--- src/rtl/deser_8_1bit_pkg.sv ---
// Shared constants, state encoding and helpers for the 8-bit serial-to-parallel deserializer.
package deser_8_1bit_pkg;

    localparam int DESER_W = 8;
    localparam int CNT_W   = 3;

    typedef enum logic [1:0] {
        IDLE    = 2'd0,
        COLLECT = 2'd1,
        PARITY  = 2'd2
    } state_t;

    // Even parity: 1 when the word has an odd number of ones.
    function automatic logic even_parity(input logic [DESER_W-1:0] data);
        return ^data;
    endfunction

    function automatic logic [CNT_W-1:0] bit_pos(input logic [CNT_W-1:0] cnt, input logic lsb_first);
        return lsb_first ? cnt : (3'd7 - cnt);
    endfunction

endpackage

--- src/rtl/deser_8_1bit_decoder_3_8.sv ---
// 3-to-8 one-hot decoder producing the shadow-register write enable.
module decoder_3_8
    import deser_8_1bit_pkg::*;
(
    input  logic [CNT_W-1:0]   idx,
    input  logic               en,
    output logic [DESER_W-1:0] onehot
);

    // One-hot decode of idx, all zero when disabled.
    always_comb begin
        onehot = {DESER_W{1'b0}};
        if (en) begin
            onehot[idx] = 1'b1;
        end else begin
            onehot = {DESER_W{1'b0}};
        end
    end

endmodule

--- src/rtl/deser_8_1bit.sv ---
// 1-bit serial to 8-bit parallel deserializer with clear and optional parity.
// Define DESER_PARITY_EN to expect a ninth even-parity bit and expose parity_err.
module deser_8_1bit
    import deser_8_1bit_pkg::*;
#(
    parameter int LSB_FIRST = 1
) (
    input  logic               clock,
    input  logic               reset,
    input  logic               in,
    input  logic               in_valid,
    input  logic               clear,
    output logic [DESER_W-1:0] out,
    output logic               out_valid,
    output logic [CNT_W-1:0]   select,
    output logic               busy
`ifdef DESER_PARITY_EN
    ,
    output logic               parity_err
`endif
);

    localparam logic LSB_S = (LSB_FIRST != 32'sd0);

    state_t             state_r;
    logic [CNT_W-1:0]   cnt_r;
    logic [CNT_W-1:0]   cnt_inc_s;
    logic [CNT_W-1:0]   pos_s;
    logic [CNT_W-1:0]   select_r;
    logic [DESER_W-1:0] shadow_r;
    logic [DESER_W-1:0] we_s;
    logic [DESER_W-1:0] word_s;
    logic [DESER_W-1:0] out_r;
    logic               out_valid_r;
    logic               busy_r;
    logic               write_s;
    logic               parity_err_r;

    assign cnt_inc_s = cnt_r + 3'd1;
    assign pos_s     = bit_pos(cnt_r, LSB_S);
    // The parity bit is never written into the shadow word.
    assign write_s   = in_valid & ~clear & (state_r != PARITY);

    decoder_3_8 u_decoder (
        .idx    (pos_s),
        .en     (write_s),
        .onehot (we_s)
    );

    // Shadow word with the incoming bit merged at its write position.
    always_comb begin
        word_s = shadow_r;
        for (int i = 0; i < DESER_W; i++) begin
            if (we_s[i]) begin
                word_s[i] = in;
            end else begin
                word_s[i] = shadow_r[i];
            end
        end
    end

    // Collection FSM with registered outputs.
    always_ff @(posedge clock or posedge reset) begin
        if (reset) begin
            state_r      <= IDLE;
            cnt_r        <= 3'd0;
            select_r     <= bit_pos(3'd0, LSB_S);
            shadow_r     <= 8'h00;
            out_r        <= 8'h00;
            out_valid_r  <= 1'b0;
            busy_r       <= 1'b0;
            parity_err_r <= 1'b0;
        end else begin
            out_valid_r <= 1'b0;
            if (clear) begin
                state_r  <= IDLE;
                cnt_r    <= 3'd0;
                select_r <= bit_pos(3'd0, LSB_S);
                shadow_r <= 8'h00;
                busy_r   <= 1'b0;
            end else if (in_valid) begin
                case (state_r)
                    IDLE, COLLECT: begin
                        shadow_r <= word_s;
                        cnt_r    <= cnt_inc_s;
                        select_r <= bit_pos(cnt_inc_s, LSB_S);
                        if (cnt_r == 3'd7) begin
`ifdef DESER_PARITY_EN
                            state_r <= PARITY;
                            busy_r  <= 1'b1;
`else
                            state_r     <= IDLE;
                            out_r       <= word_s;
                            out_valid_r <= 1'b1;
                            busy_r      <= 1'b0;
`endif
                        end else begin
                            state_r <= COLLECT;
                            busy_r  <= 1'b1;
                        end
                    end
`ifdef DESER_PARITY_EN
                    PARITY: begin
                        state_r      <= IDLE;
                        out_r        <= shadow_r;
                        out_valid_r  <= 1'b1;
                        parity_err_r <= even_parity(shadow_r) ^ in;
                        busy_r       <= 1'b0;
                    end
`endif
                    default: begin
                        state_r  <= IDLE;
                        cnt_r    <= 3'd0;
                        select_r <= bit_pos(3'd0, LSB_S);
                        busy_r   <= 1'b0;
                    end
                endcase
            end
        end
    end

    assign out       = out_r;
    assign out_valid = out_valid_r;
    assign select    = select_r;
    assign busy      = busy_r;
`ifdef DESER_PARITY_EN
    assign parity_err = parity_err_r;
`endif

endmodule

--- config.mk ---
export PLATFORM = sky130hd
export DESIGN_NAME = deser_8_1bit
export DESIGN_NICKNAME = d
export VERILOG_FILES = /design/src/rtl/deser_8_1bit_pkg.sv /design/src/rtl/deser_8_1bit_decoder_3_8.sv /design/src/rtl/deser_8_1bit.sv
export SDC_FILE = /design/constraint.sdc
export NUM_CORES = 1
export LEC_CHECK = 0
export CAP_MARGIN = 20
export CELL_PAD_IN_SITES_DETAIL_PLACEMENT = 0
export CELL_PAD_IN_SITES_GLOBAL_PLACEMENT = 1
export CORE_MARGIN = 2
export CORE_UTILIZATION = 35
export DETAILED_ROUTE_END_ITERATION = 10
export PLACE_DENSITY_LB_ADDON = 0.1
export SLEW_MARGIN = 20
export SYNTH_ARGS = -nofsm -noshare
export SYNTH_HDL_FRONTEND = slang
export SYNTH_SLANG_ARGS = --single-unit
--- constraint.sdc ---
create_clock -name clock -period 1.31 [get_ports clock]
set_input_delay 0.262 -clock clock [delete_from_list [all_inputs] [get_ports clock]]
set_output_delay 0.262 -clock clock [all_outputs]
set_load 0.01 [all_outputs]
Word-level counts from Yosys, hierarchy flattened

Index checks and enable logic that the tools add are counted.

Reduce and logical (&&, ||, !) cells: 7
Bitwise operators: 3
Multiplexer cells: 29
$lt $le $gt $ge: 2
Equality and inequality tests: 3
Add/subtract/negate cells: 1

Operators with widths:

| operator                                                                            | number |
|---|---|
| 8-bit 2-to-1 mux                                                                    | 4 |
| 1-bit 2-to-1 mux                                                                    | 18 |
| 3-bit 2-to-1 mux                                                                    | 3 |
| 2-bit 2-to-1 mux                                                                    | 3 |
| 3-bit by 4-bit less-than comparator with 1-bit output, second input constant        | 1 |
| 4-bit AND reduction                                                                 | 1 |
| 2-bit nonzero test                                                                  | 2 |
| 3-bit by 1-bit adder with 3-bit output, second input constant                       | 1 |
| 1-bit demux with 3-bit select                                                       | 1 |
| 3-bit == test, second input constant                                                | 1 |
| 3-bit by 1-bit greater-or-equal comparator with 1-bit output, second input constant | 1 |
| 1-bit bitwise AND                                                                   | 2 |
| 2-bit by 1-bit == test with 1-bit output, second input constant                     | 1 |
| 2-bit zero test                                                                     | 1 |
| 2-bit inequality test, second input constant                                        | 1 |
| 2-bit AND reduction                                                                 | 1 |
| 2-bit OR reduction                                                                  | 1 |
| 1-bit logical AND                                                                   | 1 |
| 1-bit inverter                                                                      | 1 |

Output and inout port bits: 13
Flip-flop bits (word level): 23

Logic depth before layout (Yosys ltp)

Gate-level depths: netlist of run 1.

Word-level depth: 9
Depth in mapped cells: 7
Depth with buffers taken out: 5

Cells and area by module

From an unflattened synthesis of run 1, not the netlist that was laid out.

Cell total of the unflattened synthesis: 87
Area total of the unflattened synthesis: 1123.6 µm²

Modules (own cells, without submodules):

| module       | sequential area each (µm²) | area an instance (µm²) | cells an instance | instances |
|---|---|---|---|---|
| deser_8_1bit | 525.5                      | 1028.5                 | 79                | 1 |
| decoder_3_8  | 0.0                        | 95.1                   | 8                 | 1 |

Worst setup path after synthesis of run 1

No wires, ideal clock.

Kind: register to register
Start point: register, netlist name select[1]
End point: register out_r[7], in the netlist out[7]
Period minus slack after synthesis: 1454 ps
Setup slack: -144 ps
Required time: 1187 ps
Arrival time: 1331 ps
Setup time: 123 ps
Buffers on the path: 2
Stages on the path, launching flop included: 8
Cell sequence: dfrtp_1 -> ha_1 -> ha_1 -> and3b_1 -> buf_6 -> buf_6 -> nor2_1 -> a21oi_1

RTL lines:

| element              | RTL line           | RTL |
|---|---|---|
| end signal, assigned | deser_8_1bit.sv:93 | `out_r <= word_s;` |
| end, declared        | deser_8_1bit.sv:33 | `logic [DESER_W-1:0] out_r;` |

==> key figures, run 1 <==
Synthesis
  • Simple-Gate Fraction of Synth Area: 20.1%
  • Post-synthesis mux area share: 3.90%
  • Syn Inst Count: 110
  • Yosys cell types: 20
  • Complex-gate fraction of the synthesized area: 16.2%
  • Synth Area in Adders: 2.44%
  • #FFs+latches synth: 21
  • Avg Cell Area, Syn: 9.33 um^2
  • Post-synthesis xor/xnor area fraction: 0%
  • Mapped Area: 1030 um^2
  • Syn_nets: 117
  • Largest family of logic cells by synthesized area: simple AND/OR/NAND/NOR gates
  • Seq/Total Area, Yosys: 51.2%
  • Synth warnings: 0

GRT
  • First-pass GRT wire length: 4330 um
  • GR Util met3: 2.01%
  • Overflow left after global routing: 0
  • Vias in the first global route: 889
  • Grt peak-use layer: met2
  • GRT Total Usage: 17.2%
  • Initial antenna violation count: 0
  • Met2 Usage GRT: 27.6%
  • Pin count of the biggest net entering global routing: 22
  • GR met1 Demand/Resource: 23.6%

Timing
  • Final setup vio count: 0
  • Setup ws final: 1.87 ps
  • Clock Skews: 6.33 ps
  • Rel. slew slack: 81.0%
  • Max Fclk: 764 MHz
  • Tightest Pin Transition: 284 ps
  • RSZ-0062 raised after global routing: yes
  • Final hold vios: 0
  • Final worst-path cycle share: 99.9%
  • Slew Viols, Final: 0
  • Minimum clock period: 1310 ps

Floorplan
  • Core area: 2780 um^2
  • Rows: 19
  • IO Pins: 18
  • DIE HEIGHT: 58.1 um
  • Die W: 58.1 um
  • Initial core utilization: 36.9%
  • Die Footprint: 3380 um^2

Cells and area
  • Most frequent cells in the layout: 21 x dfrtp_1, 15 x buf_4, 12 x nor2_1
  • P&R area growth vs syn: 36.3%
  • NumNets Final: 152
  • Ant diodes: 0
  • Share of layout cells above drive strength 1: 24.3%
  • Commonest non-fill, non-tap cell in the layout: dfrtp_1

Power and ir drop
  • Switching share of power: 26.6%
  • Clock share of power: 27.0%
  • Overall power: 1.18 mW
  • Int Pwr: 0.864 mW
  • Power Dens Cells: 842 nW/um^2
  • Switching Power: 0.313 mW
  • Sequential share of power: 56.7%
  • Logic gate share of total power: 16.4%
  • Leakage: 0.685 nW
  • Worst IR drop on VDD: 0.000562 V

Clocking
  • Skew-Pair Late Insertion Delay: 300 ps
  • Inserted Clock Buffers: 3
  • Hold-fix buffers, CTS: 0
  • Clock Pin Slew Worst Setup and Hold Paths: 120 ps
  • # H-tree levels: 1
  • Root buf cell: clkbuf_4
  • CTS tree: built
  • Sink Count: 21
  • CTS max path bufs: 2

Critical path
  • Worst EP arrival: 1540 ps
  • Worst EP required: 1540 ps
  • Crit-path cells: ha_2 > ha_4 > and3b_2 > a31oi_1
  • CP Class: register to register
  • R2R depth: 4
  • Max stage delay cell, worst path: dfrtp_1
  • WP depth: 4
  • Worst path max stage delay: 420 ps
  • WP buf/inv: 0
  • CP startpoint kind: register
  • Crit path max fanout: 8
  • Worst path top cell family by delay: flip-flops
  • Critical Path Sink Type: register

Placed design
  • Detailed placement HPWL: 1640 um
  • Global placer's final weighted congestion: 0.727
  • Port bufs: 17
  • Worst slack at placement: -223 ps

Worst hold path
  • Worst hold path class: input pin to asynchronous set/reset pin

Routing
  • Drt first pass iters: 4
  • Drt total wl: 2660 um
  • Routed vias/inst: 5.23
  • Initial detailed-routing violation count: 16
  • WL/cell: 15.2 um
  • Via count: 915
  • Final ANT Viol Nets: 0
  • DRC: 0

Outcome
  • Outcome: finished, final reports clean

Job
  • # Max-Cap Violations: 0
[power by group through the flow]
stage          clock (mW)  combinational, mW  sequential (mW)
4_1_cts             0.338              0.187            0.667
6_report            0.317              0.193            0.667
3_3_place_gp            0              0.173            0.679
2_1_floorplan           0             0.0829            0.684
3_5_place_dp            0              0.174            0.679
5_1_grt             0.361              0.211            0.669
[worst paths after layout]
check,to,startpoint,slack (ps)
worst max-delay path,out[3],select[0],2
worst min-delay path,shadow_r[5],reset,280
worst max register to register,out[3],select[0],2
worst min register to register,shadow_r[5],shadow_r[5],550
max in group asynchronous,out[6],reset,800
min in group clock,shadow_r[5],shadow_r[5],550
[synthesized netlist by cell type (all sizes together)]
library cell	number	share of area (%)
nand3	8	3.9
inv	2	0.73
dfrtp	21	51
nand4	5	3.0
a211oi	1	0.73
mux2i	4	3.9
a21oi	9	4.4
a31oi	7	4.3
nand2	5	1.8
nor2b	2	1.2
and2b	2	1.5
nor2	13	4.8
o21ai	14	6.8
nand2b	4	2.4
or2	1	0.61
and3b	1	0.85
buf	9	5.4
ha	2	2.4
[per-stage QoR]
stage,instance area (um^2),utilization [%],hold slack [ps],instances,TNS (ps)
detailed placement,1310,47.1,525,164,-3210
global placement,1310,47.1,517,164,-2520
floorplan,1030,-,239,110,-768
global route,1400,50.3,303,175,-199
finish,1400,50.3,279,175,0
CTS,1360,49.0,280,172,0
[registers in the layout, summed over array words and instances (netlist names)]
signal	flops
shadow_r	8
out	8
select	3
busy	1
out_valid	1
[what timing repair did]
action                                  4_1_cts  5_1_grt
setup buffers                                 4        2
pin swaps                                     2        4
endpoints found under the setup margin       21       14
cloned                                        1        1
gates resized for setup                      30        9
[routing by layer]
metal	share of wire, %	routed length [um]
met1	48	1260
met4	0.64	17
met5	0	0
met2	48	1280
met3	3.7	99
[layout make-up]
| type | count | area (um^2) |
|---|---|---|
| Clock buffer | 4 | 26.3 |
| Timing Repair Buffer | 38 | 320 |
| Multi-Input combinational cell | 79 | 480 |
| Inverter | 2 | 7.51 |
| Fill cell | 272 | 1380 |
| Tap cell | 31 | 38.8 |
| Sequential cell | 21 | 526 |
[kinds of logic after synthesis]
family                     count (synthesis)
DFF                                       21
AOI/OAI and AO/OA                         31
muxes                                      4
and+or+nand+nor                           41
adders and majority gates                  2
buffers and inverters                     11
[worst register-to-register path: cells and delay by family (launching register included)]
| kind | cells | cell delay [ps] |
|---|---|---|
| AO/OA/AOI/OAI | 1 | 190 |
| AND/OR/NAND/NOR | 1 | 260 |
| adder cells (fa/ha/maj) | 2 | 370 |
| flip-flops | 1 | 420 |
Note: power is estimated with default switching activity, not from simulation.
==> run 2, diff against run 1 <==
- CORE_UTILIZATION: 35 -> 38
- clock period: 1.31 -> 1.5 ns (I/O delays scaled with it)
==> run 2 against run 1 <==
Sequential power down 13%. Total power down 14%. Hold slack better by 38 ps. Critical path depth up 2. Register-to-register slack better by 70 ps. Global-route usage down 1.0 points. Clock skew down 3.9 ps. Via count down 4.8%. Non-clock buffer count down 8. Largest power group unchanged. Highest routed layer unchanged.
==> key figures, run 2 (synthesized netlist as in run 1, its figures left out) <==
Outcome
  • Outcome: finished, final reports clean (unchanged)

Routing
  • WL/cell: 13.8 um (was 15.2 um)
  • Routed vias/inst: 5.28 (was 5.23)
  • Final ANT Viol Nets: 0 (unchanged)
  • Initial detailed-routing violation count: 10 (was 16)
  • Drt first pass iters: 4 (unchanged)
  • Via count: 871 (was 915)
  • Drt total wl: 2280 um (was 2660 um)
  • DRC: 0 (unchanged)

Clocking
  • Inserted Clock Buffers: 3 (unchanged)
  • CTS max path bufs: 2 (unchanged)
  • # H-tree levels: 1 (unchanged)
  • Root buf cell: clkbuf_4 (unchanged)
  • CTS tree: built (unchanged)
  • Clock Pin Slew Worst Setup and Hold Paths: 130 ps (was 120 ps)
  • Skew-Pair Late Insertion Delay: 300 ps (about the same)
  • Sink Count: 21 (unchanged)

GRT
  • Pin count of the biggest net entering global routing: 22 (unchanged)
  • First-pass GRT wire length: 4040 um (was 4330 um)
  • Initial antenna violation count: 0 (unchanged)
  • Vias in the first global route: 833 (was 889)
  • GRT Total Usage: 16.1% (was 17.2%)
  • Overflow left after global routing: 0 (unchanged)

Floorplan
  • Die Footprint: 3130 um^2 (was 3380 um^2)
  • Initial core utilization: 40.7% (was 36.9%)
  • Rows: 18 (was 19)
  • Core area: 2520 um^2 (was 2780 um^2)
  • DIE HEIGHT: 56.0 um (was 58.1 um)
  • Die W: 56.0 um (was 58.1 um)
  • IO Pins: 18 (unchanged)

Placed design
  • Placed inst area: 1280 um^2 (was 1310 um^2)
  • Global placer's final weighted congestion: 0.757 (was 0.727)
  • Placed cell count: 160 (was 164)
  • Port bufs: 17 (unchanged)
  • Detailed placement HPWL: 1590 um (was 1640 um)

Critical path
  • Worst EP required: 1690 ps (was 1540 ps)
  • Reg2reg start: select[0] (unchanged)
  • Crit path max fanout: 17 (was 8)
  • CP startpoint kind: register (unchanged)
  • Critical Path Sink Type: register (unchanged)
  • CP Class: register to register (unchanged)
  • Setup crit start: select[0] (unchanged)
  • Worst EP arrival: 1620 ps (was 1540 ps)

Cells and area
  • P&R area growth vs syn: 28.2% (was 36.3%)
  • Final Util: 52.1% (was 50.3%)
  • Fill count: 262 (was 272)
  • FF/Latch Area: 526 um^2 (unchanged)
  • NumNets Final: 143 (was 152)
  • Post-route cell area: 1320 um^2 (was 1400 um^2)
  • Area occupied by multi-input gates: 444 um^2 (was 480 um^2)
  • Non-Filler Instances: 165 (was 175)
  • Share of layout cells above drive strength 1: 15.6% (was 24.3%)
  • Commonest non-fill, non-tap cell in the layout: dfrtp_1 (unchanged)
  • Most frequent cells in the layout: 21 x dfrtp_1, 13 x o21ai_0, 13 x nor2_1 (was 21 x dfrtp_1, 15 x buf_4, 12 x nor2_1)
  • Ant diodes: 0 (unchanged)

Timing
  • Final worst-path cycle share: 94.9% (was 99.9%)
  • Tightest Pin Transition: 287 ps (was 284 ps)
  • Minimum clock period: 1420 ps (was 1310 ps)
  • Final setup vio count: 0 (unchanged)
  • Clock Skews: 2.45 ps (was 6.33 ps)
  • Max Fclk: 703 MHz (was 764 MHz)
  • Slew Viols, Final: 0 (unchanged)
  • Final hold vios: 0 (unchanged)
  • Rel. slew slack: 80.8% (was 81.0%)
  • RSZ-0062 raised after global routing: no (was yes)

Power and ir drop
  • Worst IR drop on VDD: 0.000379 V (was 0.000562 V)
  • Power Dens Cells: 767 nW/um^2 (was 842 nW/um^2)
  • Leakage: 0.654 nW (was 0.685 nW)

Job
  • # Max-Cap Violations: 0 (unchanged)

Worst hold path
  • Worst hold path class: input pin to asynchronous set/reset pin (unchanged)
## run 2: cell count changes in the layout (fill, tap and decap cells not counted), sizes merged
cell | before | now
clkdlybuf4s15 | 0 | 1
dlygate4sd2 | 11 | 10
buf | 23 | 13
dlymetal6s2s | 0 | 1
and3b | 2 | 1
clkinv | 0 | 1
## run 2: worst max-delay path, cell delays in order (launching register included)
cell and delay [ps]:
dfrtp_1 430, ha_2 200, ha_2 170, and3b_2 230, buf_12 150, nor2_1 80
a31oi_1 50
## run 2: per-stage QoR
stage | setup slack (ps) | power, mW | TNS [ps] | hold slack (ps)
2_1_floorplan | 46.5 | 0.670 | 0 | 277
3_3_place_gp | 30.7 | 0.738 | 0 | 515
3_5_place_dp | -46.5 | 0.740 | -99.2 | 513
4_1_cts | 10.9 | 1.02 | 0 | 328
5_1_grt | 9.72 | 1.07 | 0 | 356
6_report | 76.5 | 1.01 | 0 | 317
## run 2: path summary, 6_finish.rpt
check                           depth (start not counted)     endpoint  slack [ps]
max in group asynchronous                               3         busy         960
worst max register to register                          6       out[5]          80
worst min-delay path                                    3       out[4]         320
min in group clock                                      2  shadow_r[7]         550
worst min register to register                          2  shadow_r[7]         550
worst max-delay path                                    6       out[5]          80
## run 2: cell type report
class                           count  area share [%]
Sequential cell                    21            40.0
Multi-Input combinational cell     78            33.8
Timing Repair Buffer               30            20.7
Tap cell                           30            2.85
Clock buffer                        3            1.71
Inverter                            2           0.571
Clock inverter                      1           0.381
## run 2: per-layer routing
layer	global-route usage (%)	vias to the layer above	routed length [um]	share of wire (%)
met1	22.9	417	1050	46
met5	0	-	0	0
met4	5.10	0	10	0.44
met2	25.4	17	1130	50
met3	2.33	2	89	3.9
li1	-	435	-	-
## run 2: where the power goes
group | internal (mW) | switching [mW]
Sequential | 0.577 | 0.00582
Combinational | 0.0604 | 0.0832
Clock | 0.0994 | 0.182
## run 2: what timing repair did
| item | CTS | global route |
|---|---|---|
| resized for setup | 14 | 8 |
| endpoints found under the setup margin | 12 | 9 |
| hold buffers | 0 | 0 |
| setup buffers | 1 | 0 |
==> run 3, diff against run 2 <==
- SKIP_LAST_GASP: not set -> 1
==> run 3 against run 2 <==
Worst setup slack lost 25 ps. Critical path type is now register to output pin. Total power is 0.42% higher. Non-clock buffer count is the same. Cell area rose by 0.38%. Combinational power barely moved. Cell count stayed put. Routed wire length is 1.6% higher.
==> key figures, run 3 (synthesized netlist as in run 1, its figures left out) <==
Timing
  • Final setup vio count: 0 (unchanged)
  • Fin Hold WS: 315 ps (was 317 ps)
  • Final worst-path cycle share: 96.6% (was 94.9%)
  • Final hold vios: 0 (unchanged)
  • Clock Skews: 3.70 ps (was 2.45 ps)
  • Minimum clock period: 1450 ps (was 1420 ps)
  • RSZ-0062 raised after global routing: yes (was no)
  • Rel. slew slack: 81.0% (was 80.8%)
  • Max Fclk: 690 MHz (was 703 MHz)
  • Tightest Pin Transition: 284 ps (was 287 ps)
  • Slew Viols, Final: 0 (unchanged)
  • Setup ws final: 51.4 ps (was 76.5 ps)

Routing
  • Drt total wl: 2320 um (was 2280 um)
  • Drt first pass iters: 4 (unchanged)
  • WL/cell: 14.1 um (was 13.8 um)
  • Via count: 874 (was 871)
  • DRC: 0 (unchanged)
  • Routed vias/inst: 5.30 (was 5.28)
  • Initial detailed-routing violation count: 11 (was 10)
  • Final ANT Viol Nets: 0 (unchanged)

Clocking
  • CTS max path bufs: 2 (unchanged)
  • Root buf cell: clkbuf_4 (unchanged)
  • Skew-Pair Late Insertion Delay: 300 ps (about the same)
  • Clock Pin Slew Worst Setup and Hold Paths: 130 ps (about the same)
  • Sink Count: 21 (unchanged)
  • Inserted Clock Buffers: 3 (unchanged)
  • CTS tree: built (unchanged)
  • Hold-fix buffers, CTS: 0 (unchanged)
  • # H-tree levels: 1 (unchanged)

Critical path
  • Crit-path cells: buf_8 > clkdlybuf4s15_1 (was ha_2 > ha_2 > and3b_2 > buf_12 > nor2_1 > a31oi_1)
  • CP Class: register to output pin (was register to register)
  • Worst path max stage delay: 410 ps (was 430 ps)
  • Worst R2R End: out[5] (unchanged)
  • Worst EP arrival: 1150 ps (was 1620 ps)
  • Reg2reg start: select[0] (unchanged)
  • Worst R2R Setup Slack: 80 ps (about the same)
  • Crit path max fanout: 19 (was 17)
  • WP buf/inv: 2 (was 1)
  • Critical Path Sink Type: output pin (was register)
  • R2R depth: 6 (unchanged)
  • Worst EP required: 1200 ps (was 1690 ps)
  • CP startpoint kind: register (unchanged)
  • Max stage delay cell, worst path: dfrtp_1 (unchanged)
  • Worst path top cell family by delay: buffers and inverters (was flip-flops)

Power and ir drop
  • Switching Power: 0.275 mW (was 0.271 mW)
  • Worst IR drop on VDD: 0.000382 V (was 0.000379 V)
  • Int Pwr: 0.737 mW (about the same)
  • Switching share of power: 27.1% (was 26.9%)
  • Sequential share of power: 57.6% (was 57.8%)
  • Leakage: 0.654 nW (about the same)
  • Logic gate share of total power: 14.3% (was 14.2%)
  • Power Dens Cells: 767 nW/um^2 (about the same)
  • Clock share of power: 28.1% (was 28.0%)

Floorplan
  • Core area: 2520 um^2 (unchanged)
  • IO Pins: 18 (unchanged)
  • Die W: 56.0 um (unchanged)
  • Initial core utilization: 40.7% (unchanged)
  • DIE HEIGHT: 56.0 um (unchanged)
  • Die Footprint: 3130 um^2 (unchanged)
  • Rows: 18 (unchanged)

Cells and area
  • Most frequent cells in the layout: 21 x dfrtp_1, 14 x o21ai_0, 13 x nor2_1 (was 21 x dfrtp_1, 13 x o21ai_0, 13 x nor2_1)
  • Commonest non-fill, non-tap cell in the layout: dfrtp_1 (unchanged)
  • Ant diodes: 0 (unchanged)
  • Share of layout cells above drive strength 1: 14.8% (was 15.6%)
  • P&R area growth vs syn: 28.7% (was 28.2%)
  • NumNets Final: 143 (unchanged)

Job
  • # Max-Cap Violations: 0 (unchanged)

Placed design
  • Detailed placement HPWL: 1590 um (unchanged)
  • Global placer's final weighted congestion: 0.757 (unchanged)
  • Port bufs: 17 (unchanged)
  • Worst slack at placement: -46.5 ps (unchanged)

GRT
  • Vias in the first global route: 833 (unchanged)
  • Initial antenna violation count: 0 (unchanged)
  • GRT Total Usage: 16.1% (unchanged)
  • Pin count of the biggest net entering global routing: 22 (unchanged)
  • First-pass GRT wire length: 4040 um (unchanged)
  • Overflow left after global routing: 0 (unchanged)

Worst hold path
  • Worst hold path class: input pin to asynchronous set/reset pin (unchanged)

Outcome
  • Outcome: finished, final reports clean (unchanged)
## run 3: cell types whose count changed in the layout (fill, tap and decap cells not counted), sizes merged
cell,change
clkbuf,-1
clkdlybuf4s15,+1
## run 3: power groups by stage
stage | Combinational (mW) | Sequential (mW) | Clock, mW
after global routing | 0.163 | 0.585 | 0.319
after floorplan | 0.0721 | 0.598 | 0
final | 0.145 | 0.583 | 0.285
after CTS | 0.144 | 0.582 | 0.295
after detailed placement | 0.146 | 0.593 | 0
after global placement | 0.145 | 0.593 | 0
## run 3: timing repair
action,CTS,global route
buffers inserted,1,0
gates resized for setup,13,7
setup endpoints to repair,12,9
## run 3: final cells by class
type	count	area, um^2
flip-flops and latches	21	526
fillers	261	1200
clock inverters	1	5.00
well taps	30	37.5
multi-input cells	78	444
clock buffers	3	22.5
repair buffers	30	278
inverters	2	7.51
## run 3: how the worst max path moves through the flow
stage / startpoint / endpoint / slack (ps) / depth (start not counted)
2_1_floorplan: select[1] / out[7] / 50 / 7
4_1_cts: select[0] / select[0] / -6 / 2
3_5_place_dp: in_valid / out[5] / -50 / 5
6_report: select[0] / select[0] / 50 / 2
3_3_place_gp: in_valid / out[6] / 30 / 5
5_1_grt: select[0] / select[0] / -10 / 2
## run 3: layer usage
metal | global-route usage, % | share of wire (%) | routed length [um] | vias to the layer above
met4 | 5.10 | 0.43 | 10 | 0
met3 | 2.33 | 3.3 | 76 | 2
met1 | 22.9 | 47 | 1100 | 422
met2 | 25.4 | 49 | 1130 | 15
li1 | - | - | - | 435
met5 | 0 | 0 | 0 | -
## run 3: through the flow
step	instance area (um^2)	cells	setup TNS, ps	power (mW)	util (%)
floorplan	1030	110	0	0.670	-
global placement	1280	160	0	0.738	50.8
detailed placement	1280	160	-99.2	0.740	50.8
CTS	1310	165	-6.25	1.02	51.7
global route	1320	165	-18.2	1.07	52.3
finish	1320	165	0	1.01	52.3
## run 3: tightest hold or removal path: cells and delay by family
family	cells	cell delay, ps
buf+inv	3	720
